==> src/rtl/gouram_trace_if.sv <==
// gouram_trace_if: record input stream and timestamped output stream of the trace controller
interface gouram_trace_if #(
  parameter int TS_WIDTH = 32,
  parameter int ADDR_WIDTH = 16,
  parameter int PAYLOAD_WIDTH = 64
);
  logic rec_valid;
  logic [ADDR_WIDTH-1:0] rec_addr;
  logic [PAYLOAD_WIDTH-1:0] rec_payload;
  logic out_valid;
  logic out_ready;
  logic [TS_WIDTH-1:0] out_ts;
  logic [ADDR_WIDTH-1:0] out_addr;
  logic [PAYLOAD_WIDTH-1:0] out_payload;
  modport master (output rec_valid, rec_addr, rec_payload, out_ready,
                  input out_valid, out_ts, out_addr, out_payload);
  modport slave (input rec_valid, rec_addr, rec_payload, out_ready,
                 output out_valid, out_ts, out_addr, out_payload);
endinterface

==> src/rtl/gouram_trace_ctrl.sv <==
// gouram_trace_ctrl: armed trace capture with timestamped output FIFO, drop counting and lock
module gouram_trace_ctrl #(
  parameter int TS_WIDTH = 32,
  parameter int ADDR_WIDTH = 16,
  parameter int PAYLOAD_WIDTH = 64,
  parameter int FIFO_DEPTH = 8,
  parameter int REPEAT_THRESHOLD = 4,
  parameter int DROP_WIDTH = 16
) (
  input  logic clk,
  input  logic rst,
  gouram_trace_if.slave bus,
  input  logic [1:0] cfg_mode,
  input  logic [ADDR_WIDTH-1:0] cfg_start_addr,
  input  logic [ADDR_WIDTH-1:0] cfg_stop_addr,
  input  logic arm,
  input  logic stop,
  input  logic clear_lock,
  output logic trace_capture_enable,
  output logic lock,
  output logic overflow,
  output logic [DROP_WIDTH-1:0] drop_count,
  output logic [TS_WIDTH-1:0] counter_o
);
  localparam int EW = TS_WIDTH + ADDR_WIDTH + PAYLOAD_WIDTH;
  localparam int PW = $clog2(FIFO_DEPTH);
  localparam int FW = PW + 1;
  localparam int RW = $clog2(REPEAT_THRESHOLD + 1);
  typedef enum logic [1:0] {IDLE, ARMED, CAPTURE, LOCKED} state_t;
  state_t state_q, state_d;
  logic [1:0] mode_q;
  logic [TS_WIDTH-1:0] cnt_q;
  logic [ADDR_WIDTH-1:0] last_q;
  logic [RW-1:0] run_q, run_d;
  logic ovf_q;
  logic [DROP_WIDTH-1:0] drop_q;
  logic [EW-1:0] mem_q [FIFO_DEPTH];
  logic [PW-1:0] wr_q, rd_q;
  logic [FW-1:0] fill_q;
  logic start, cap, push, pop, full, empty;
  assign start = state_q == IDLE && arm && !stop && !clear_lock;
  assign cap = bus.rec_valid && !stop &&
               (state_q == CAPTURE || (state_q == ARMED && bus.rec_addr == cfg_start_addr));
  assign full = fill_q == FW'(FIFO_DEPTH);
  assign empty = fill_q == '0;
  assign pop = !empty && bus.out_ready;
  assign push = cap && (!full || pop);
  assign bus.out_valid = !empty;
  assign {bus.out_ts, bus.out_addr, bus.out_payload} = empty ? '0 : mem_q[rd_q];
  assign trace_capture_enable = state_q == CAPTURE;
  assign lock = state_q == LOCKED;
  assign overflow = ovf_q;
  assign drop_count = drop_q;
  assign counter_o = cnt_q;
  // run_q == 0 marks "no record since arm", so the first capture always starts a fresh run
  assign run_d = (run_q == '0 || bus.rec_addr != last_q) ? RW'(1) :
                 (run_q == RW'(REPEAT_THRESHOLD)) ? run_q : run_q + 1'b1;
  always_comb begin
    state_d = state_q;
    case (state_q)
      IDLE:    state_d = start ? (cfg_mode == 2'd1 ? ARMED : CAPTURE) : IDLE;
      ARMED:   state_d = stop ? IDLE : cap ? CAPTURE : ARMED;
      CAPTURE: state_d = stop ? IDLE :
                         (cap && mode_q == 2'd1 && bus.rec_addr == cfg_stop_addr) ? IDLE :
                         (cap && mode_q == 2'd2 && run_d == RW'(REPEAT_THRESHOLD)) ? LOCKED : CAPTURE;
      LOCKED:  state_d = clear_lock ? IDLE : LOCKED;
      default: state_d = IDLE;
    endcase
  end
  always_ff @(posedge clk) begin
    if (rst) begin
      state_q <= IDLE;
      cnt_q <= '1;
      mode_q <= '0;
      last_q <= '0;
      run_q <= '0;
      ovf_q <= 1'b0;
      drop_q <= '0;
      wr_q <= '0;
      rd_q <= '0;
      fill_q <= '0;
    end else begin
      state_q <= state_d;
      cnt_q <= cnt_q + 1'b1;
      if (start) begin
        mode_q <= cfg_mode;
        run_q <= '0;
        ovf_q <= 1'b0;
        drop_q <= '0;
      end else if (cap) begin
        last_q <= bus.rec_addr;
        run_q <= run_d;
      end
      if (cap && !push) begin
        ovf_q <= 1'b1;
        drop_q <= &drop_q ? drop_q : drop_q + 1'b1;
      end
      if (push) wr_q <= wr_q + 1'b1;
      if (pop) rd_q <= rd_q + 1'b1;
      fill_q <= fill_q + FW'(push) - FW'(pop);
    end
  end
  always_ff @(posedge clk) if (push) mem_q[wr_q] <= {cnt_q, bus.rec_addr, bus.rec_payload};
endmodule

==> src/flat_wrapper.sv <==
// flat-port wrapper written by rule: the top's interface ports become plain ports
module gouram_trace_ctrl_flat 
#(
  parameter int TS_WIDTH = 32,
  parameter int ADDR_WIDTH = 16,
  parameter int PAYLOAD_WIDTH = 64,
  parameter int FIFO_DEPTH = 8,
  parameter int REPEAT_THRESHOLD = 4,
  parameter int DROP_WIDTH = 16
)
  (clk, rst, cfg_mode, cfg_start_addr, cfg_stop_addr, arm, stop, clear_lock, trace_capture_enable, lock, overflow, drop_count, counter_o, bus_rec_valid, bus_rec_addr, bus_rec_payload, bus_out_ready, bus_out_valid, bus_out_ts, bus_out_addr, bus_out_payload);
  gouram_trace_if #(.TS_WIDTH(TS_WIDTH), .ADDR_WIDTH(ADDR_WIDTH), .PAYLOAD_WIDTH(PAYLOAD_WIDTH)) bus_i ();
  input  logic clk;
  input  logic rst;
  input  logic [1:0] cfg_mode;
  input  logic [ADDR_WIDTH-1:0] cfg_start_addr;
  input  logic [ADDR_WIDTH-1:0] cfg_stop_addr;
  input  logic arm;
  input  logic stop;
  input  logic clear_lock;
  output logic trace_capture_enable;
  output logic lock;
  output logic overflow;
  output logic [DROP_WIDTH-1:0] drop_count;
  output logic [TS_WIDTH-1:0] counter_o;
  input wire logic [$bits(bus_i.rec_valid)-1:0] bus_rec_valid;
  input wire logic [$bits(bus_i.rec_addr)-1:0] bus_rec_addr;
  input wire logic [$bits(bus_i.rec_payload)-1:0] bus_rec_payload;
  input wire logic [$bits(bus_i.out_ready)-1:0] bus_out_ready;
  output wire logic [$bits(bus_i.out_valid)-1:0] bus_out_valid;
  output wire logic [$bits(bus_i.out_ts)-1:0] bus_out_ts;
  output wire logic [$bits(bus_i.out_addr)-1:0] bus_out_addr;
  output wire logic [$bits(bus_i.out_payload)-1:0] bus_out_payload;
  assign bus_i.rec_valid = bus_rec_valid;
  assign bus_i.rec_addr = bus_rec_addr;
  assign bus_i.rec_payload = bus_rec_payload;
  assign bus_i.out_ready = bus_out_ready;
  assign bus_out_valid = bus_i.out_valid;
  assign bus_out_ts = bus_i.out_ts;
  assign bus_out_addr = bus_i.out_addr;
  assign bus_out_payload = bus_i.out_payload;
  gouram_trace_ctrl #(.TS_WIDTH(TS_WIDTH), .ADDR_WIDTH(ADDR_WIDTH), .PAYLOAD_WIDTH(PAYLOAD_WIDTH), .FIFO_DEPTH(FIFO_DEPTH), .REPEAT_THRESHOLD(REPEAT_THRESHOLD), .DROP_WIDTH(DROP_WIDTH)) u_core (.clk(clk), .rst(rst), .bus(bus_i), .cfg_mode(cfg_mode), .cfg_start_addr(cfg_start_addr), .cfg_stop_addr(cfg_stop_addr), .arm(arm), .stop(stop), .clear_lock(clear_lock), .trace_capture_enable(trace_capture_enable), .lock(lock), .overflow(overflow), .drop_count(drop_count), .counter_o(counter_o));
endmodule
==> config.mk <==
export PLATFORM = sky130hd
export DESIGN_NAME = gouram_trace_ctrl_flat
export DESIGN_NICKNAME = d
export VERILOG_FILES = /design/src/rtl/gouram_trace_if.sv /design/src/rtl/gouram_trace_ctrl.sv /design/src/flat_wrapper.sv
export SDC_FILE = /design/constraint.sdc
export NUM_CORES = 1
export LEC_CHECK = 0
export ABC_AREA = 1
export CORE_ASPECT_RATIO = 1.2
export CORE_MARGIN = 3
export CORE_UTILIZATION = 40
export DETAILED_ROUTE_END_ITERATION = 16
export PLACE_DENSITY = 0.55
export SYNTH_ARGS = -nofsm -noshare
export SYNTH_HDL_FRONTEND = slang
export SYNTH_SLANG_ARGS = --single-unit
==> constraint.sdc <==
create_clock -name clk -period 9.8 [get_ports clk]
set_input_delay 1.47 -clock clk [delete_from_list [all_inputs] [get_ports clk]]
set_output_delay 1.47 -clock clk [all_outputs]
set_load 0.1 [all_outputs]
==> results of run 1 <==
-- registers in the layout, indices dropped and copies added (netlist names), named ones only --
name and flops:
u_core.run_q 3, u_core.last_q 16, u_core.counter_o 32, u_core.state_q 2, u_core.mem_q 896, u_core.rd_q 3
u_core.wr_q 3, u_core.fill_q 4, u_core.mode_q 2, u_core.drop_count 16, u_core.overflow 1
-- through the flow --
| step | power [mW] | instances | hold slack (ps) | setup slack (ps) | cell area (um2) |
|---|---|---|---|---|---|
| 2_1_floorplan | 9.33 | 3256 | 433 | 2020 | 39500 |
| 3_3_place_gp | 10.9 | 4643 | 452 | 4060 | 43500 |
| 3_5_place_dp | 10.9 | 4643 | 454 | 4050 | 43500 |
| 4_1_cts | 14.7 | 4829 | 463 | 3310 | 46700 |
| 5_1_grt | 15.1 | 4829 | 492 | 3090 | 46700 |
| 6_report | 14.5 | 4830 | 463 | 3360 | 46700 |
-- critical path, delay by kind of cell (launching register included) --
family | cells | cell delay [ps]
AO/OA/AOI/OAI | 4 | 840
buffers and inverters | 3 | 2640
flip-flops | 1 | 770
-- cell usage after synthesis (2+ instances only) --
library cell	instances	area, um2
nor2_2	9	56.3
nand3_2	15	150
o21ai_1	53	265
a31oi_1	112	701
nand2_1	142	533
dfxtp_1	85	1700
nand3_1	36	180
ha_1	12	150
nand4_1	12	75.1
nor2_4	6	67.6
a21oi_2	13	114
nor3_1	12	60.1
nor2_1	753	2830
nor4_1	2	12.5
nand3b_1	2	15.0
edfxtp_1	896	26900
nor3_2	2	20.0
and3_1	2	12.5
inv_2	17	63.8
buf_4	3	22.5
o21a_1	3	22.5
nand2_2	7	43.8
clkbuf_1	119	447
o21ai_0	562	2810
xor2_1	25	219
o22ai_1	112	701
or2_2	4	25.0
buf_2	59	295
xnor2_1	20	175
nand2_4	3	33.8
buf_6	3	33.8
a21oi_1	44	220
buf_1	15	56.3
or2_1	2	12.5
inv_1	82	308
-- how the worst max path moves through the flow --
| stage | depth (start not counted) | endpoint | start | slack (ps) |
|---|---|---|---|---|
| floorplan | 8 | u_core.mem_q[1][0] | u_core.state_q[1] | 2020 |
| detailed placement | 7 | bus_out_payload[27] | flop | 4050 |
| global placement | 7 | bus_out_payload[27] | flop | 4060 |
| finish | 7 | bus_out_payload[27] | flop | 3360 |
| CTS | 7 | bus_out_payload[27] | flop | 3310 |
| global route | 7 | bus_out_payload[29] | flop | 3090 |
-- final cells by class --
class	instances	area [um2]
Fill cell	8796	50800
Sequential cell	981	28600
Multi-Input combinational cell	1974	9700
Timing Repair Buffer	316	3140
Clock buffer	136	2840
Tap cell	1270	1590
Inverter	102	414
Clock inverter	50	369
Antenna cell	1	2.50
-- layout by cell type (no fill, tap or decap), drive strengths merged, types with 85 or more instances in the layout --
cell and instances:
nor2 769, clkbuf 136, o22ai 112, clkdlybuf4s50 282, o21ai 615, inv 102, nand2 152, dfxtp 85
a31oi 112, edfxtp 896
-- cell families (layout without fill, tap and decap cells) --
| logic type | count (synthesis) | after routing |
|---|---|---|
| AO/OA/AOI/OAI | 902 | 902 |
| XOR/XNOR | 45 | 45 |
| adder cells (fa/ha/maj) | 13 | 13 |
| buffers and inverters | 301 | 604 |
| flip-flops | 981 | 981 |
| other | 0 | 1 |
| AND/OR/NAND/NOR | 1014 | 1014 |
-- where the power goes --
group          switching [mW]  leakage, nW  internal (mW)
clock network            1.57         1.58           2.15
logic                    4.67         5.22           1.31
registers               0.147         8.63           4.67
-- metal layers --
metal	vias up	GRT usage [%]
met3	117	3.29
li1	12213	-
met4	8	4.27
met1	12673	27.0
met5	-	0
met2	608	33.0
==> metrics.txt, run 1 <==
Ys Warns=0; Post-Syn Area=about 39000 um2; max incr delay on CP=1210 ps; Worst R2R Start=u_core.state_q[0]; Post-synth top flop=edfxtp_1; Peak Freq=around 160 MHz; mux cell area share after synthesis=0%; reg2reg setup slack=6080 ps; Post-Route M1 WL=~46000 um; DRC violation count after routing=0; Synth Area in Simple Gates=10.7%; Post-CTS Setup Bufs=0; top-level I/O count=~290; crit path DAT=a little under 5000 ps; final worst clock skew=roughly 25 ps; hold path depth=2; DR iter-0 viols=1845; largest family of logic cells by synthesized area=compound AO/OA/AOI/OAI gates; Worst Setup End Kind=primary output; Routed WL=103000 um; WP data required=about 8300 ps; vias per cell=approximately 5.3; global-route wire length before repair=between 150000 and 200000 um; area grow syn2layout=18.2%; Final Critical Period=between 6000 and 7000 ps; status=finished clean; I/O Buffers=around 280; initial core utilization=slightly above 40%; Post-Synth Adder-Cell Area=less than 1%; synthesis-stage register bit count=981; largest net degree at the start of global routing=between 150 and 200; cts hold-fix bufs=0; Final HPWL DP=53300 um; WL/cell=about 21 um; htree depth=3; initial antenna violation count=4; Clock transition at path regs=around 60 ps; met2 wire length=49500 um; Worst Tran Pin Value=1230 ps; Final Util=47.9%; GPL Wtd Cong=a little over 0.8; reg2reg path depth=13; Total GRT Usage=between 10% and 20%; post_cts resized=0; Yosys cell types=47; final period utilization=65.7%; min-delay src=u_core.rd_q[2]; async set-reset flop share out of synthesis=0%; Die Ht=about 350 um; final net count=approximately 3600; CTS tree=built; Max Used Layer=met5; # setup viols final=0; Min-Delay Path Class=reg2reg; site row count=roughly 130; Synth Area in Compound Gates=roughly 12%; share of cells above drive strength 1=approximately 7.5%; Root Buffer=clkbuf_16; EDFF count, synth=about 900; Die ar.=between 100000 and 150000 um2; PwrDens=~310 nW/um2; crit path kind=reg2out; LEAKAGE=15.4 nW; Initial DRT Pass Iterations=5; CP max FO=between 50 and 60; post-route ant nets=0; clk sink count=~1000; clock latency on the worst-skew pair=660 ps; Slew Viols, Final=0; crit path max-delay cell type=clkdlybuf4s50_1; Setup crit start kind=flop; Post-Syn Nets=3390; Fin. Hold Viols=0; VDD IR max=0.278 mV; RSZ-0062 raised after global routing=false; CTS max path bufs=3; Mean Syn Cell Area=between 10 and 15 um2; RR Endpoint=u_core.mem_q[4][54]; cells after synthesis=roughly 3300; Core ar.=slightly below 100000 um2; vias in the first global route=between 20000 and 30000; worst rel slew slack=between 15 and 20%; Setup TNS Final=0 ps; max-cap violations=0; Worst Hold Path EP=u_core.rd_q[2]; total CTS buffers=102; total gr overflow=0; XOR/XNOR share of the synthesized area=0.998%; worst-path cell chain=buf_4 > buf_4 > o21ai_0 > o22ai_1 > o21ai_0 > a31oi_1 > clkdlybuf4s50_1; die extent in x=between 200 and 300 um; vias after detailed routing=25619; part of the Yosys area used for sequential elements=between 70% and 80%; met3 WL=about 5200 um
(Power assumes the default switching activity.)
==> run 2, diff against run 1 <==
==> constraint.sdc (replaced) <==
create_clock -name clk -period 6.1 [get_ports clk]
set_input_delay 0.915 -clock clk [delete_from_list [all_inputs] [get_ports clk]]
set_output_delay 0.915 -clock clk [all_outputs]
set_load 0.1 [all_outputs]
==> metrics.txt, run 2 (same netlist as run 1, synthesis figures left out) <==
status=finished clean; worst rel slew slack=between 20% and 30%; total gr overflow=0; largest net degree at the start of global routing=~150; most used cells in the layout excluding fill and tap cells=896 x edfxtp_1, 745 x nor2_1, 562 x o21ai_0, 283 x clkdlybuf4s50_1, 142 x nand2_1; Setup crit start kind=flop; CTS tree=built; DR iter-0 viols=roughly 1700; initial core utilization=roughly two fifths; LEAKAGE=15.6 nW; total net switching power=10.3 mW; Reg power frac=about a third; Clock transition at path regs=approximately 60 ps; total CTS buffers=just under 100; Logic pwr share=around 41%; max-cap violations=0; initial antenna violation count=9; Peak Freq=195 MHz; Crit path top cell by count=o21ai_0; Worst Setup End Kind=primary output; final worst clock skew=around 25 ps; GPL Wtd Cong=approximately 0.82; global-route wire length before repair=154000 um; Setup TNS Final=0 ps; Layout fillers=around 8600; vias after detailed routing=25743; vias per cell=about 5.3; die extent in x=between 200 and 300 um; clk sink count=approximately 1000; reg2reg setup slack=roughly 2900 ps; DRC violation count after routing=0; VDD IR max=0.576 mV; area grow syn2layout=19.3%; site row count=125; WP data required=approximately 5200 ps; Routed WL=about 100000 um; Buf/Inv on CP=3; Fin. Hold Viols=0; I/O Buffers=roughly 280; vias in the first global route=25480; Initial DRT Pass Iterations=7; crit path kind=reg2out; post_cts resized=0; CTS max path bufs=3; Internal=13.4 mW; Core ar.=~97000 um2; Min-Delay Path Class=reg2reg; final net count=~3600; post-route ant nets=0; worst-path cell chain=inv_8 > buf_4 > o21ai_0 > o22ai_1 > o21ai_0 > a31oi_1 > clkdlybuf4s50_1; clock latency on the worst-skew pair=660 ps; # setup viols final=0; Post-CTS Setup Bufs=0; Total GRT Usage=between 10% and 20%; Largest register FFs=approximately 900; commonest non-fill, non-tap cell in the layout=edfxtp_1; crit path max-delay cell type=clkdlybuf4s50_1; register with the most flip-flops=u_core.mem_q; htree depth=3; share of cells above drive strength 1=between 8 and 9%; Clock power frac=26.3%; RSZ-0062 raised after global routing=false; Final HPWL DP=between 50000 and 60000 um; crit path DAT=between 4000 and 5000 ps; Sw Share=a little over two fifths; CP max FO=~150; Die ar.=~100000 um2; final period utilization=between 80 and 90%; PwrDens=roughly 500 nW/um2; Root Buffer=clkbuf_16; cell family with most CP delay=buffers and inverters; Final Critical Period=roughly 5000 ps; Die Ht=about 350 um; Final Util=48.3%; max incr delay on CP=about 1200 ps; Worst Tran Pin Value=roughly 1100 ps; cts hold-fix bufs=0; Slew Viols, Final=0; top-level I/O count=roughly 290; WL/cell=roughly 21 um
==> run 2: area by class of cell <==
type	count	area (um2)	area share, %
antenna	8	20.0	0.0425
tap	1270	1590	3.37
clock buffer	126	2740	5.82
inverter	102	414	0.879
sequential	981	28600	60.7
clock inverter	55	608	1.29
multi-input combinational	1974	9700	20.6
timing repair buffer	335	3420	7.26
==> run 2: final timing paths <==
kind                                   startpoint  cells after the start             endpoint
worst max register to register  u_core.state_q[0]                     13  u_core.mem_q[0][11]
worst max-delay path                         flop                      7        bus_out_ts[6]
worst min register to register     u_core.rd_q[2]                      2       u_core.rd_q[2]
worst min-delay path               u_core.rd_q[2]                      2       u_core.rd_q[2]
==> run 2: power by group through the flow <==
| stage | registers [mW] | logic, mW | clock network (mW) |
|---|---|---|---|
| after floorplan | 8.08 | 6.90 | 0 |
| after global placement | 7.84 | 9.80 | 0 |
| after detailed placement | 7.85 | 9.81 | 0 |
| after CTS | 7.70 | 9.84 | 6.37 |
| after global routing | 7.72 | 10.3 | 6.65 |
| final | 7.70 | 9.73 | 6.22 |
==> run 2: worst min-delay path: cells and delay by family (launching register included) <==
family	cells	cell delay (ps)
flops	1	310
buf+inv	1	40
compound gates	1	60
==> run 2: metal layers <==
layer  GRT usage [%]  up-vias  wire, um
met1            25.8    12653     44400
met3            3.46      152      5440
met5               0        -        37
met2            33.2      689     49600
li1                -    12243         -
met4            5.71        6      2260
==> run 2: stage by stage <==
| stage | instance area [um2] | setup slack [ps] | hold WS (ps) | instances | power [mW] |
|---|---|---|---|---|---|
| after detailed placement | 43700 | 1560 | 453 | 4662 | 17.7 |
| after global routing | 47100 | 637 | 483 | 4845 | 24.7 |
| after global placement | 43700 | 1560 | 449 | 4662 | 17.6 |
| final | 47100 | 966 | 456 | 4851 | 23.7 |
| after floorplan | 39500 | -1680 | 433 | 3256 | 15.0 |
| after CTS | 47100 | 874 | 463 | 4843 | 23.9 |
